--- src/rtl/cic_sample_fifo_pkg.sv ---
// Shared widths and saturation limits for the CIC sample FIFO slice.
package cic_pkg;
    localparam int              CIC_OUT_W  = 32;
    localparam int              SAMPLE_W   = 16;
    localparam logic [15:0]     SAT_MAX    = 16'h7FFF;
    localparam logic [15:0]     SAT_MIN    = 16'h8000;
    localparam int              FIFO_DEPTH = 16;
endpackage

--- src/rtl/cic_sample_fifo_if.sv ---
// Streaming interface: CIC word in with strobe, sample out with valid/ready.
interface cic_sample_fifo_if #(
    parameter int IN_W  = 32,
    parameter int OUT_W = 16
);
    logic [IN_W-1:0]  din;
    logic             din_rdy;
    logic [OUT_W-1:0] dout;
    logic             dout_valid;
    logic             dout_ready;

    modport master (output din, output din_rdy, output dout_ready,
                    input  dout, input  dout_valid);
    modport slave  (input  din, input  din_rdy, input  dout_ready,
                    output dout, output dout_valid);
endinterface

--- src/rtl/cic_sample_fifo_sat_shift.sv ---
// Arithmetic right shift of a CIC word followed by signed saturation.
module sat_shift
    import cic_pkg::*;
#(
    parameter int IN_W  = CIC_OUT_W,
    parameter int OUT_W = SAMPLE_W
) (
    input  logic [IN_W-1:0]  i_din,
    input  logic [4:0]       i_shift,
    output logic [OUT_W-1:0] o_sample,
    output logic             o_clipped
);
    logic signed [IN_W-1:0] w_s;
    logic signed [IN_W-1:0] w_hi;
    logic signed [IN_W-1:0] w_lo;

    assign w_s  = $signed(i_din) >>> i_shift;
    assign w_hi = $signed({{(IN_W-OUT_W+1){1'b0}}, {(OUT_W-1){1'b1}}});
    assign w_lo = $signed({{(IN_W-OUT_W+1){1'b1}}, {(OUT_W-1){1'b0}}});

    // Clamp to the signed output range, flagging any clamp.
    always_comb begin
        o_sample  = w_s[OUT_W-1:0];
        o_clipped = 1'b0;
        if (w_s > w_hi) begin
            o_sample  = SAT_MAX;
            o_clipped = 1'b1;
        end else if (w_s < w_lo) begin
            o_sample  = SAT_MIN;
            o_clipped = 1'b1;
        end else begin
            o_sample  = w_s[OUT_W-1:0];
            o_clipped = 1'b0;
        end
    end
endmodule

--- src/rtl/cic_sample_fifo.sv ---
// Scales and saturates CIC output words, then buffers them in a FWFT FIFO
// with sticky overflow/clip flags.
module cic_sample_fifo
    import cic_pkg::*;
#(
    parameter int IN_W   = CIC_OUT_W,
    parameter int OUT_W  = SAMPLE_W,
    parameter int DEPTH  = FIFO_DEPTH,
    parameter int ADDR_W = 4
) (
    input  logic              clk,
    input  logic              rst,
    input  logic [4:0]        shift,
    input  logic              flag_clr,
    output logic [ADDR_W:0]   level,
    output logic              overflow,
    output logic              clip,
    cic_sample_fifo_if.slave  bus
);
    localparam logic [ADDR_W:0]   L_FULL  = (ADDR_W+1)'(DEPTH);
    localparam logic [ADDR_W:0]   L_ONE   = (ADDR_W+1)'(1);
    localparam logic [ADDR_W-1:0] P_ONE   = ADDR_W'(1);

    logic [OUT_W-1:0]  w_sample;
    logic              w_clipped;
    logic              r_p_vld;
    logic [OUT_W-1:0]  r_p_data;
    logic [OUT_W-1:0]  r_mem [DEPTH];
    logic [ADDR_W-1:0] r_wr_ptr;
    logic [ADDR_W-1:0] r_rd_ptr;
    logic [ADDR_W:0]   r_level;
    logic              r_overflow;
    logic              r_clip;
    logic              w_full;
    logic              w_rd;
    logic              w_wr;
    logic              w_ovf_set;
    logic              w_clip_set;

    sat_shift #(.IN_W(IN_W), .OUT_W(OUT_W)) u_sat_shift (
        .i_din     (bus.din),
        .i_shift   (shift),
        .o_sample  (w_sample),
        .o_clipped (w_clipped)
    );

    // A full FIFO still accepts a write when the head leaves in the same cycle.
    assign w_full     = (r_level == L_FULL);
    assign w_rd       = (r_level != '0) & bus.dout_ready;
    assign w_wr       = r_p_vld & (~w_full | w_rd);
    assign w_ovf_set  = r_p_vld & w_full & ~w_rd;
    assign w_clip_set = bus.din_rdy & w_clipped;

    // Stage-1 register: scaled sample and its valid strobe.
    always_ff @(posedge clk or negedge rst) begin
        if (!rst) begin
            r_p_vld  <= 1'b0;
            r_p_data <= '0;
        end else begin
            r_p_vld <= bus.din_rdy;
            if (bus.din_rdy) begin
                r_p_data <= w_sample;
            end
        end
    end

    // FIFO storage; contents are don't-care until written.
    always_ff @(posedge clk) begin
        if (w_wr) begin
            r_mem[r_wr_ptr] <= r_p_data;
        end
    end

    // Pointers, occupancy and sticky flags (a set beats a clear).
    always_ff @(posedge clk or negedge rst) begin
        if (!rst) begin
            r_wr_ptr   <= '0;
            r_rd_ptr   <= '0;
            r_level    <= '0;
            r_overflow <= 1'b0;
            r_clip     <= 1'b0;
        end else begin
            if (w_wr) begin
                r_wr_ptr <= r_wr_ptr + P_ONE;
            end
            if (w_rd) begin
                r_rd_ptr <= r_rd_ptr + P_ONE;
            end
            case ({w_wr, w_rd})
                2'b10:   r_level <= r_level + L_ONE;
                2'b01:   r_level <= r_level - L_ONE;
                default: r_level <= r_level;
            endcase
            if (w_ovf_set) begin
                r_overflow <= 1'b1;
            end else if (flag_clr) begin
                r_overflow <= 1'b0;
            end
            if (w_clip_set) begin
                r_clip <= 1'b1;
            end else if (flag_clr) begin
                r_clip <= 1'b0;
            end
        end
    end

    assign level          = r_level;
    assign overflow       = r_overflow;
    assign clip           = r_clip;
    assign bus.dout_valid = (r_level != '0);
    assign bus.dout       = (r_level != '0) ? r_mem[r_rd_ptr] : '0;
endmodule

--- src/flat_wrapper.sv ---
// flat-port wrapper written by rule: the top's interface ports become plain ports
module cic_sample_fifo_flat import cic_pkg::*;
#(
    parameter int IN_W   = CIC_OUT_W,
    parameter int OUT_W  = SAMPLE_W,
    parameter int DEPTH  = FIFO_DEPTH,
    parameter int ADDR_W = 4
)
  (clk, rst, shift, flag_clr, level, overflow, clip, bus_din, bus_din_rdy, bus_dout_ready, bus_dout, bus_dout_valid);
  cic_sample_fifo_if #(.IN_W(IN_W), .OUT_W(OUT_W)) bus_i ();
  input  logic clk;
  input  logic rst;
  input  logic [4:0] shift;
  input  logic flag_clr;
  output logic [ADDR_W:0] level;
  output logic overflow;
  output logic clip;
  input wire logic [$bits(bus_i.din)-1:0] bus_din;
  input wire logic [$bits(bus_i.din_rdy)-1:0] bus_din_rdy;
  input wire logic [$bits(bus_i.dout_ready)-1:0] bus_dout_ready;
  output wire logic [$bits(bus_i.dout)-1:0] bus_dout;
  output wire logic [$bits(bus_i.dout_valid)-1:0] bus_dout_valid;
  assign bus_i.din = bus_din;
  assign bus_i.din_rdy = bus_din_rdy;
  assign bus_i.dout_ready = bus_dout_ready;
  assign bus_dout = bus_i.dout;
  assign bus_dout_valid = bus_i.dout_valid;
  cic_sample_fifo #(.IN_W(IN_W), .OUT_W(OUT_W), .DEPTH(DEPTH), .ADDR_W(ADDR_W)) u_core (.clk(clk), .rst(rst), .shift(shift), .flag_clr(flag_clr), .level(level), .overflow(overflow), .clip(clip), .bus(bus_i));
endmodule
--- config.mk ---
export PLATFORM = sky130hd
export DESIGN_NAME = cic_sample_fifo_flat
export DESIGN_NICKNAME = d
export VERILOG_FILES = /design/src/rtl/cic_sample_fifo_pkg.sv /design/src/rtl/cic_sample_fifo_if.sv /design/src/rtl/cic_sample_fifo_sat_shift.sv /design/src/rtl/cic_sample_fifo.sv /design/src/flat_wrapper.sv
export SDC_FILE = /design/constraint.sdc
export NUM_CORES = 1
export LEC_CHECK = 0
export ABC_AREA = 1
export CORE_MARGIN = 3
export CORE_UTILIZATION = 55
export DETAILED_ROUTE_END_ITERATION = 16
export HOLD_SLACK_MARGIN = 0.15
export PLACE_DENSITY_LB_ADDON = 0.2
export SYNTH_ARGS = -nofsm -noshare
export SYNTH_HDL_FRONTEND = slang
export SYNTH_SLANG_ARGS = --single-unit
--- constraint.sdc ---
create_clock -name clk -period 8.3 [get_ports clk]
set_input_delay 0.83 -clock clk [delete_from_list [all_inputs] [get_ports clk]]
set_output_delay 0.83 -clock clk [all_outputs]
set_load 0.05 [all_outputs]
After elaboration in Yosys (flattened, before gate mapping):

Memory sizes are Yosys's and may differ from the RTL's.
Cells that the tools add are included.

* bits of input ports: 42
* bits in writable memories: 256
* flip-flop bits (word level): 32
* logic and storage cells: 41
* memories kept: 1
* output and inout port bits: 24

* equal/unequal tests: 3
* order comparisons: 2
* reduce and logical (&&, ||, !) cells: 4
* shifts and indexed selects: 1
* bitwise gates (word level): 8
* muxes and demuxes: 11
* add/sub/neg operators: 4

Memory list
* u_core.r_mem: words 16, width 16, rd ports 1, clocked after Yosys merged registers in 0, write ports 1, RTL line cic_sample_fifo.sv:28 `logic [OUT_W-1:0] r_mem [DEPTH];`

Operator list (count)
* $mux 16: 3
* $gt 32x16->1 const B: 1
* $lt 32x16->1 const B: 1
* $sshr 32x5->32: 1
* $pmux 5 s2: 1
* $add 4x1->4 const B: 2
* $mux 1: 7
* $reduce_bool 2->1: 3
* $add 5x1->5 const B: 1
* $and 1x1->1: 5
* $eq 5x5->1 const B: 1
* $reduce_bool 5->1: 1
* $sub 5x1->5 const B: 1
* $eq 2x1->1 const B: 1
* $eq 2x2->1 const B: 1
* $not 1->1: 2
* $or 1x1->1: 1

Longest topological paths before layout:

Gate-level depths: netlist of run 1.

* word-level depth: 6
* depth in mapped cells: 18
* gate-level depth less buffers: 17

By module:

A second synthesis of run 1 with hierarchy kept.

* cells, all modules: 1301
* area total of the unflattened synthesis: 13374.1 um^2

By module, submodules not included
* cic_sample_fifo: seq. area each 8488.1 um^2, cells each 897, area each 11512.3 um^2, instances 1
* sat_shift: seq. area each 0.0 um^2, cells each 404, area each 1861.8 um^2, instances 1

Worst setup path before layout of run 1:

OpenSTA, ideal clock, no wires.

* path type: register to register
* start: register u_core.r_level[1], in the netlist u_core.level[1]
* end: register u_core.r_level[4], in the netlist u_core.level[4]
* stages on the path, launching flop included: 16
* library setup time: 0.145 ns
* period minus slack after synthesis: 3.251 ns
* path buffers: 0
* setup slack: 5.049 ns
* data arrival time: 3.106 ns
* required time: 8.155 ns
* cell sequence: dfrtp_1 -> nor4_1 -> inv_1 -> nor2_1 -> inv_1 -> nand2_1 -> inv_1 -> ha_1 -> ha_1 -> nand2_1 -> nor2_1 -> a211oi_1 -> nand2_1 -> nand2_1 -> nor2_1 -> xor2_1

* longest elaborated chain between the ends: 6
* elaborated cells between the ends (all ways): 12
* classes of those cells: add/sub (2); eq/ne (3); mux (1); bitwise (4); reduce/logical (2)

Ends and longest elaborated chain
* from (decl): RTL line cic_sample_fifo.sv:31 `logic [ADDR_W:0] r_level;`
* from (signal assigned): RTL line cic_sample_fifo.sv:90 `2'b10: r_level <= r_level + L_ONE;`
* from (signal assigned): RTL line cic_sample_fifo.sv:91 `2'b01: r_level <= r_level - L_ONE;`
* from (signal assigned): RTL line cic_sample_fifo.sv:92 `default: r_level <= r_level;`
* $reduce_bool 5->1 (*)
* named net bus_dout_valid: RTL line flat_wrapper.sv:22 `output wire logic [$bits(bus_i.dout_valid)-1:0] bus_dout_valid;`
* $and 1x1->1 (*): RTL line cic_sample_fifo.sv:49 `assign w_rd = (r_level != '0) & bus.dout_ready;`
* named net u_core.w_rd: RTL line cic_sample_fifo.sv:35 `logic w_rd;`
* $or 1x1->1: RTL line cic_sample_fifo.sv:50 `assign w_wr = r_p_vld & (~w_full | w_rd);`
* $and 1x1->1: RTL line cic_sample_fifo.sv:50
* $eq 2x1->1 / $eq 2x2->1 (equally long branches): RTL line cic_sample_fifo.sv:89 `case ({w_wr, w_rd})`
* $pmux 5 s2 / $reduce_bool 2->1 (equally long branches)

The timed path passes the listed nets; every way through them passes the cells marked *.
A chain may end at the register's enable or synchronous reset.

Final worst setup path of run 1:

* start: register u_core.r_rd_ptr[0]
* end: output bus_dout[2]

* longest elaborated chain between the ends: 2

Ends and longest elaborated chain
* from (decl): RTL line cic_sample_fifo.sv:30 `logic [ADDR_W-1:0] r_rd_ptr;`
* from (signal assigned): RTL line cic_sample_fifo.sv:87 `r_rd_ptr <= r_rd_ptr + P_ONE;`
* $mem_v2 16x16
* $mux 16: RTL line cic_sample_fifo.sv:111 `assign bus.dout = (r_level != '0) ? r_mem[r_rd_ptr] : '0;`
* to (decl): RTL line flat_wrapper.sv:21 `output wire logic [$bits(bus_i.dout)-1:0] bus_dout;`

Every way passes these cells.

==> results of run 1 <==
## power by group through the flow
stage | registers, W | logic, W | clock network (W)
6_report | 0.00195 | 0.00193 | 0.00131
5_1_grt | 0.00197 | 0.00209 | 0.00138
4_1_cts | 0.00195 | 0.00193 | 0.00132
3_5_place_dp | 0.00198 | 0.00191 | 0
3_3_place_gp | 0.00197 | 0.00188 | 0
2_1_floorplan | 0.00193 | 0.00130 | 0
## cells in the mapped netlist, types with 9 or more instances
cell type	instances	area, um2
ha_1	9	113
a21oi_1	26	130
nand2_2	14	87.6
dfrtp_1	32	801
nand3_1	85	425
buf_2	10	50.1
o221ai_1	44	385
o22ai_1	23	144
clkbuf_1	58	218
a21oi_2	10	87.6
nand2_1	195	732
o21ai_0	181	906
nand3_2	15	150
edfxtp_1	256	7690
nor2_1	206	773
inv_1	30	113
## layout make-up
type | count | share of cell area [%]
Inverter | 34 | 0.900
Tap cell | 319 | 2.63
Sequential cell | 288 | 56.1
Multi-Input combinational cell | 849 | 28.5
Clock inverter | 19 | 1.45
Timing Repair Buffer | 91 | 5.55
Clock buffer | 34 | 4.91
## cells by family after synthesis
kind of cell	Yosys count	synth area share, %
DFF	288	63.7
xor gates and xnor gates	8	0.526
adders and majority gates	10	0.996
muxes	4	0.301
buffers and inverters	116	3.91
AOI/OAI and AO/OA	297	13.3
and+or+nand+nor	530	17.2
## through the flow
stage,cells,utilization (%)
6_report,1634,64.2
5_1_grt,1634,64.2
4_1_cts,1634,64.2
3_5_place_dp,1581,60.1
3_3_place_gp,1581,60.1
2_1_floorplan,1253,-
## layer usage
metal | vias up | GRT usage (%) | routed length (um)
met1 | 4679 | 35.9 | 14000
met4 | 0 | 7.75 | 899
met5 | - | 0 | 0
met3 | 73 | 3.00 | 2440
li1 | 4571 | - | -
met2 | 421 | 40.1 | 15500
## placed cells by master, fill, tap and decap left out, types with 2 or more instances in the layout
| cell | netlist | routed |
|---|---|---|
| edfxtp_1 | 256 | 256 |
| nor2_1 | 206 | 202 |
| nand2_1 | 195 | 195 |
| o21ai_0 | 181 | 181 |
| nand3_1 | 85 | 85 |
| clkdlybuf4s50_1 | 0 | 64 |
| o221ai_1 | 44 | 44 |
| dfrtp_1 | 32 | 30 |
| inv_1 | 30 | 29 |
| clkbuf_16 | 0 | 29 |
| a21oi_1 | 26 | 26 |
| buf_4 | 4 | 26 |
| o22ai_1 | 23 | 23 |
| nand3_2 | 15 | 15 |
| nand2_2 | 14 | 14 |
| a21oi_2 | 10 | 10 |
| ha_1 | 9 | 9 |
| nor2_2 | 3 | 7 |
| nand2_4 | 7 | 7 |
| xor2_1 | 7 | 7 |
| clkinv_2 | 0 | 6 |
| o211ai_1 | 5 | 5 |
| clkinv_1 | 1 | 5 |
| clkbuf_1 | 58 | 5 |
| mux2i_1 | 4 | 4 |
| bufinv_16 | 0 | 4 |
| a31oi_1 | 3 | 3 |
| clkinvlp_4 | 0 | 3 |
| inv_8 | 1 | 2 |
| inv_2 | 2 | 2 |
| or2_2 | 2 | 2 |
| nand4_1 | 2 | 2 |
## worst max-delay path, delay by kind of cell, from the launching register on
kind / cells / cell delay (ps)
AO/OA/AOI/OAI: 4 / 610
buffers and inverters: 3 / 2240
flip-flops: 1 / 860
AND/OR/NAND/NOR: 2 / 150
## final timing paths
path	to	startpoint	slack [ps]	depth (start not counted)
worst max-delay path	bus_dout[2]	u_core.r_rd_ptr[0]	2990	9
worst min-delay path	u_core.r_p_data[4]	rst	370	1
worst max register to register	u_core.level[4]	u_core.level[1]	5070	16
worst min register to register	u_core.clip	u_core.clip	490	2
max in group asynchronous	u_core.r_rd_ptr[0]	rst	7330	1
min in group clk	u_core.clip	u_core.clip	490	2
## flip-flops by register name, summed over array words and instances, names as in the netlist
name	cells
u_core.r_mem	256
u_core.r_p_data	16
u_core.level	5
u_core.r_rd_ptr	4
u_core.r_wr_ptr	4
u_core.clip	1
u_core.overflow	1
u_core.r_p_vld	1
==> impl_results.md, run 1 <==
- Ys async rst share: 11.1%
- Sequential-to-total area share from yosys stat: 63.7%
- H-tree depth: 1
- Placed cell areas: 0.0142 mm2
- Num CTS Buffers: 29
- Remaining DRCs: 0
- Max_slew headroom: 19.3%
- Input/output buffers: 65
- Register bit count reported by yosys: 288
- Number of core rows: 56
- Clock Path Buffers: 3
- Worst hold-check path type: input pin to asynchronous set/reset pin
- Crit path required time: 7470 ps
- P_sw: 0.00206 W
- FILL cells: 1,882
- Vias per cell: 5.96
- Status: finished clean
- Multi-input gate area in the final layout: 0.00432 mm2
- Hold Buf Count CTS: 0
- Crit Path Class: register to output pin
- Root Driver: clkbuf_16
- Via count: 9,744
- LEAKAGE: 5.40 nW
- Comb power frac: 37.2%
- GRT Overall Usage: 24.9%
- Most used DFF post-synth: edfxtp_1
- Fin nets: 1,345
- Syn nets: 1,305
- Number of placed I/O pins: 66
- Post-Syn Area: 0.0133 mm2
- Pin count of the biggest net entering global routing: 69
- Antenna violations before repair: 0
- Critical-path cell list: clkinv_2 > buf_4 > o21ai_0 > o22ai_1 > nor2_1 > nor2_1 > o21ai_0 > a21oi_1 > clkdlybuf4s50_1
- Worst-Skew Late Latency: 560 ps
- Worst-margin pin slew: 1210 ps
- Tmin final: 5310 ps
- Critical Path Start Type: register
- PostCTS Resize Cnt: 0
- Clk_skew: 22.5 ps
- Core area: 0.0236 mm2
- Design Area, Final: 0.0152 mm2
- Setup Buffers After CTS: 0
- Max-Cap Viols: 0
- Antenna Cells: 0
- Syn-to-layout area delta: 13.8%
- Routed Wire Length: 32.9 mm
- Worst slack, placed: 3650 ps
- Period utilization: 64.0%
- Vias in the first global route: 9,266
- Drt pass-1 iters: 5
- Final WS setup: 2990 ps
- Die H: 162 um
- Initial core utilization: 56.4%
- Setup Total Neg Slack: 0 ps
- Mean Syn Cell Area: 10.6 um2
- Global-route wire length before repair: 50.9 mm
- Total power: 0.00520 W
- Crit. End Element: output pin
- Crit-path slowest cell: clkinv_2
- P per Cell Area: 343 mW/mm2
- Final Hold Vio Count: 0
- Die Area: 0.0261 mm2
- Share of cells above drive strength 1: 10.2%
- Clk sink count: 288
- DR WL/cell: 20.2 um
- Number of synthesized flops with an enable pin: 256
- RSZ-0062 raised after global routing: no
- Worst vdd ir: 0.000302 V
- Clock transition at path regs: 70 ps
- Worst Hold Slack: 372 ps
- Initial drt markers: 1,145
- CP arrival: 4480 ps
- GRT overflow: 0
- Maximum clock frequency: 0.188 GHz
- Die Wd: 162 um
- Fin. max-slew vios: 0
- Clock group share of total power: 25.2%
- Worst path max stage delay: 890 ps
- YS warnings: 0
- Final setup violation count: 0
- Distinct cell type count after synthesis: 40
- Switching share of power: 39.6%
- Internal: 0.00314 W
- Antenna-violating nets left: 0
- Crit Path Max Fanout: 68
- Syn Inst Count: 1,253
- CTS tree: done
- Reg power frac: 37.6%
- RD Place Congestion: 0.909
- Flip-flop and latch area: 0.00849 mm2
- DP Wirelength: 19.8 mm
Power figures use the tool's default switching activity.
==> inputs of run 2 (changes only) <==
- clock period: 8.3 -> 5 ns (I/O delays scaled with it)
==> impl_results.md, run 2 (same netlist as run 1, synthesis figures left out) <==
- Vias in the first global route: 9,216 (-0.54%)
- Die Wd: 162 um (unchanged)
- Number of core rows: 56 (unchanged)
- Root Driver: clkbuf_16
- Hold Path End: u_core.overflow
- Antenna Cells: 0 (unchanged)
- Max-Cap Viols: 0 (unchanged)
- Antenna-violating nets left: 0 (unchanged)
- Most frequent cells in the layout: 256 x edfxtp_1, 202 x nor2_1, 195 x nand2_1
- Setup Buffers After CTS: 0 (unchanged)
- Worst-Skew Late Latency: 560 ps (about the same)
- DP Wirelength: 19.2 mm (-2.7%)
- Vias per cell: 5.93 (-0.57%)
- Crit path launch: u_core.r_rd_ptr[0]
- Period utilization: 88.2%
- Syn-to-layout area delta: 15.2%
- Tmin final: 4410 ps
- Input/output buffers: 65 (unchanged)
- Number of placed I/O pins: 66 (unchanged)
- RSZ-0062 raised after global routing: no
- Crit Path Class: register to output pin
- P_sw: 0.00343 W (+67%)
- Hold_sp: u_core.overflow
- Fin. max-slew vios: 0 (unchanged)
- Die Area: 0.0261 mm2 (unchanged)
- Final Hold Vio Count: 0 (unchanged)
- Worst vdd ir: 0.000494 V (+64%)
- Crit Path Max Fanout: 109 (+60%)
- Via count: 9,748 (+0.041%)
- DR WL/cell: 19.8 um (-2.0%)
- Clock group share of total power: 27.1% (+1.9 points)
- Reg2reg setup slack: 1780 ps (-3290 ps)
- Hold depth: 1
- Initial drt markers: 957 (-16%)
- FF-to-FF End: u_core.level[4]
- Pin count of the biggest net entering global routing: 110 (+59%)
- Worst Hold Slack: 496 ps (+124 ps)
- Internal: 0.00545 W (+74%)
- Core area: 0.0236 mm2 (unchanged)
- Fin nets: 1,353 (+0.59%)
- Clock transition at path regs: 60 ps (about the same)
- GRT Overall Usage: 24.6% (-0.24 points)
- CTS tree: done
- Final setup violation count: 0 (unchanged)
- Crit path required time: 4500 ps (-2970 ps)
- Critical Path Start Type: register
- RD Place Congestion: 0.922 (+1.4%)
- Status: finished clean
- GRT overflow: 0 (unchanged)
- LEAKAGE: 5.48 nW (+1.6%)
- Global-route wire length before repair: 50.6 mm (-0.53%)
- CP arrival: 3910 ps (-570 ps)
- Worst-margin pin slew: 1200 ps (-10.8 ps)
- Largest register FFs: 256 (unchanged)
- Clk sink count: 288 (unchanged)
- Switching share of power: 38.6% (-1.0 points)
- Setup Total Neg Slack: 0 ps (unchanged)
- Worst hold-check path type: register to register
- Crit. End Element: output pin
- Antenna violations before repair: 1 (+1)
- Reg2Reg Depth: 15 (-1)
- Die H: 162 um (unchanged)
- Share of cells above drive strength 1: 10.7% (+0.53 points)
- Routed Wire Length: 32.5 mm (-1.4%)
- R2r startpoint: u_core.level[1]
- Num CTS Buffers: 30 (+3.4%)
- Commonest non-fill, non-tap cell in the layout: edfxtp_1
- Maximum clock frequency: 0.227 GHz
- Remaining DRCs: 0 (unchanged)
- Clock Path Buffers: 3 (unchanged)
- Initial core utilization: 56.4% (unchanged)
- Max_slew headroom: 20.0% (+0.72 points)
- H-tree depth: 1 (unchanged)
- Comb power frac: 37.1% (about the same)
- P per Cell Area: 579 mW/mm2 (+69%)
- Reg power frac: 35.9% (-1.7 points)
- Most flop-heavy register: u_core.r_mem
- Clk_skew: 23.2 ps (+0.666 ps)
- Drt pass-1 iters: 6 (+1)
==> run 2: cell types whose count changed in the layout (fill, tap and decap cells not counted), sizes merged <==
| cell | delta |
|---|---|
| inv | -2 |
| buf | +6 |
| clkbuf | +4 |
| bufinv | +3 |
| clkinv | -2 |
| dlygate4sd3 | +1 |
==> run 2: final cells by class <==
class                      count  area [um2]
fill                        1879        8270
tap                          319         399
multi-input combinational    849        4320
sequential                   288        8490
clock buffer                  38         801
timing repair buffer          98         896
clock inverter                18         295
inverter                      34         136
==> run 2: stage by stage <==
stage               setup WS, ps  power (W)  instance area, um2  util, %  instances
floorplan                   1750    0.00537               13300        -       1253
global placement            1220    0.00643               14200     60.3       1587
detailed placement          1210    0.00649               14200     60.3       1587
CTS                          640    0.00890               15300     65.0       1644
global route                 364    0.00931               15300     65.0       1644
finish                       590    0.00888               15300     65.0       1644
==> run 2: repair_timing <==
item	4_1_cts	5_1_grt
resized for setup	0	0
hold buffers	1	0
hold endpoints to repair	32	0
==> run 2: routing by layer <==
layer	global-route usage, %	part of all wire (%)	up-vias
li1	-	-	4585
met1	35.2	43	4681
met2	39.8	47	427
met3	4.00	8.0	53
met4	6.63	2.0	2
met5	0	0.040	-
==> run 2: how the worst max path moves through the flow <==
stage	cells past startpoint	endpoint	slack (ps)
final	6	bus_dout[15]	590
after global routing	6	bus_dout[15]	360
after CTS	6	bus_dout[15]	640
after detailed placement	6	bus_dout[15]	1210
after global placement	6	bus_dout[15]	1220
after floorplan	15	u_core.level[4]	1750
==> run 2: power groups by stage <==
stage                     logic (W)  registers, W  clock network [W]
final                       0.00329       0.00318            0.00240
after global routing        0.00356       0.00321            0.00254
after CTS                   0.00329       0.00318            0.00243
after detailed placement    0.00326       0.00323                  0
after global placement      0.00321       0.00322                  0
after floorplan             0.00216       0.00321                  0
==> run 2: worst max-delay path: stages, from the launching register on <==
cell and delay (ps):
dfrtp_4 560, buf_4 840, o21ai_0 220, o221ai_1 220, nand3_1 110, a21oi_1 420, clkdlybuf4s50_1 910
==> inputs of run 3 (changes only) <==
==> constraint.sdc (replaced) <==
create_clock -name clk -period 3.9 [get_ports clk]
set_input_delay 0.78 -clock clk [delete_from_list [all_inputs] [get_ports clk]]
set_output_delay 0.78 -clock clk [all_outputs]
set_load 0.05 [all_outputs]
==> impl_results.md, run 3 (same netlist as run 1, synthesis figures left out) <==
- Drt pass-1 iters: 6 (unchanged)
- H-tree depth: 1 (unchanged)
- Share of cells above drive strength 1: 12.0% (+1.3 points)
- Clk sink count: 288 (unchanged)
- Die Wd: 162 um (unchanged)
- Setup Total Neg Slack: 0 ps (unchanged)
- Most flop-heavy register: u_core.r_mem
- RSZ-0062 raised after global routing: no
- DR WL/cell: 19.9 um (+0.52%)
- Fin nets: 1,352 (-0.074%)
- DP Wirelength: 19.6 mm (+1.9%)
- Crit Path Class: register to output pin
- Syn-to-layout area delta: 15.5%
- Global-route wire length before repair: 51.7 mm (+2.0%)
- Num CTS Buffers: 30 (unchanged)
- Number of placed I/O pins: 66 (unchanged)
- FILL cells: 1,877 (-0.11%)
- Critical Path Start Type: register
- Total power: 0.0116 W (+30%)
- Root Driver: clkbuf_16
- Crit Path Max Fanout: 16 (-85%)
- Via count: 9,838 (+0.92%)
- Antenna violations before repair: 0 (-1)
- Largest register FFs: 256 (unchanged)
- GRT overflow: 0 (unchanged)
- Final WS setup: 236 ps (-355 ps)
- P per Cell Area: 751 mW/mm2 (+30%)
- PostCTS Resize Cnt: 0 (unchanged)
- Die H: 162 um (unchanged)
- Initial drt markers: 1,135 (+19%)
- Vias in the first global route: 9,366 (+1.6%)
- Clock Path Buffers: 3 (unchanged)
- Antenna-violating nets left: 0 (unchanged)
- Vias per cell: 5.99 (+0.98%)
- Status: finished clean
- Maximum clock frequency: 0.273 GHz
- Number of core rows: 56 (unchanged)
- CP arrival: 2880 ps (-1030 ps)
- Final Hold Vio Count: 0 (unchanged)
- Worst hold-check path type: input pin to asynchronous set/reset pin
- LEAKAGE: 5.54 nW (+1.1%)
- Clock transition at path regs: 60 ps (about the same)
- GRT Overall Usage: 25.0% (+0.37 points)
- Worst vdd ir: 0.000632 V (+28%)
- Crit path required time: 3120 ps (-1380 ps)
- Worst-Skew Late Latency: 540 ps (-20 ps)
- Hold Buf Count CTS: 0 (-1)
- Initial core utilization: 56.4% (unchanged)
- Period utilization: 94.0%
- Commonest non-fill, non-tap cell in the layout: edfxtp_1
- Core area: 0.0236 mm2 (unchanged)
- Clk_skew: 15.9 ps (-7.32 ps)
- Worst-margin pin slew: 784 ps (-415 ps)
- Fin. max-slew vios: 0 (unchanged)
- Die Area: 0.0261 mm2 (unchanged)
- Tmin final: 3660 ps
- Antenna Cells: 0 (unchanged)
- Input/output buffers: 65 (unchanged)
- RD Place Congestion: 0.956 (+3.7%)
- Worst slack, placed: 433 ps (-776 ps)
- Final setup violation count: 0 (unchanged)
- Crit. End Element: output pin
- Most frequent cells in the layout: 256 x edfxtp_1, 202 x nor2_1, 195 x nand2_1
- Max_slew headroom: 47.7% (+28 points)
- Setup Buffers After CTS: 0 (unchanged)
- CTS tree: done
- Pin count of the biggest net entering global routing: 131 (+19%)
- Routed Wire Length: 32.6 mm (+0.46%)
- Remaining DRCs: 0 (unchanged)
- Max-Cap Viols: 0 (unchanged)
[run 3: cell types whose count changed in the layout (fill, tap and decap cells not counted)]
cell,change
clkinv_16,-1
clkdlybuf4s50_1,-17
inv_6,+1
clkbuf_16,+1
bufinv_16,-7
clkbuf_8,+5
clkinvlp_4,-4
inv_8,+1
buf_12,+19
dlygate4sd3_1,-1
buf_4,-2
clkinv_2,+4
[run 3: layout make-up]
type                            count  area [um2]  share of cell area [%]
Clock buffer                       44         895                    5.81
Clock inverter                     12        65.1                   0.423
Inverter                           34         136                   0.886
Multi-Input combinational cell    849        4320                    28.1
Sequential cell                   288        8490                    55.2
Tap cell                          319         399                    2.59
Timing Repair Buffer               97        1080                    7.02
[run 3: critical path, stage by stage, from the launching register on]
cell	delay, ps
dfrtp_1	550
clkinv_1	540
buf_4	410
nor2_1	130
o21ai_0	140
a21oi_1	370
buf_12	190
[run 3: path summary, 6_finish.rpt]
| check | start | endpoint | slack, ps | cells after the start |
|---|---|---|---|---|
| min in group clk | u_core.level[4] | u_core.level[4] | 530 | 1 |
| worst max-delay path | u_core.r_rd_ptr[3] | bus_dout[12] | 240 | 6 |
| max in group asynchronous | rst | u_core.r_rd_ptr[0] | 3000 | 1 |
| worst min register to register | u_core.level[4] | u_core.level[4] | 530 | 1 |
| worst max register to register | u_core.level[1] | u_core.level[4] | 880 | 15 |
| worst min-delay path | rst | u_core.level[4] | 320 | 1 |
[run 3: per-stage QoR]
stage                     std cells  instance area, um2  hold slack [ps]  util (%)
after floorplan                1253               13300              484         -
after CTS                      1643               15400              332      65.2
after global routing           1643               15400              364      65.2
final                          1643               15400              320      65.2
after detailed placement       1587               14400              508      61.1
after global placement         1587               14400              500      61.1
[run 3: metal layers]
metal	vias to the layer above	global-route usage [%]	part of all wire (%)
met2	472	41.3	48
met5	-	0	0
met4	0	5.82	1.8
li1	4589	-	-
met3	49	2.90	7.9
met1	4728	36.2	42
[run 3: power breakdown]
part	switching, W	internal [W]	leakage [nW]
Combinational	0.00311	0.00168	2.40
Clock	0.00113	0.00159	0.480
Sequential	0.000248	0.00380	2.67
Total	0.00449	0.00707	5.54
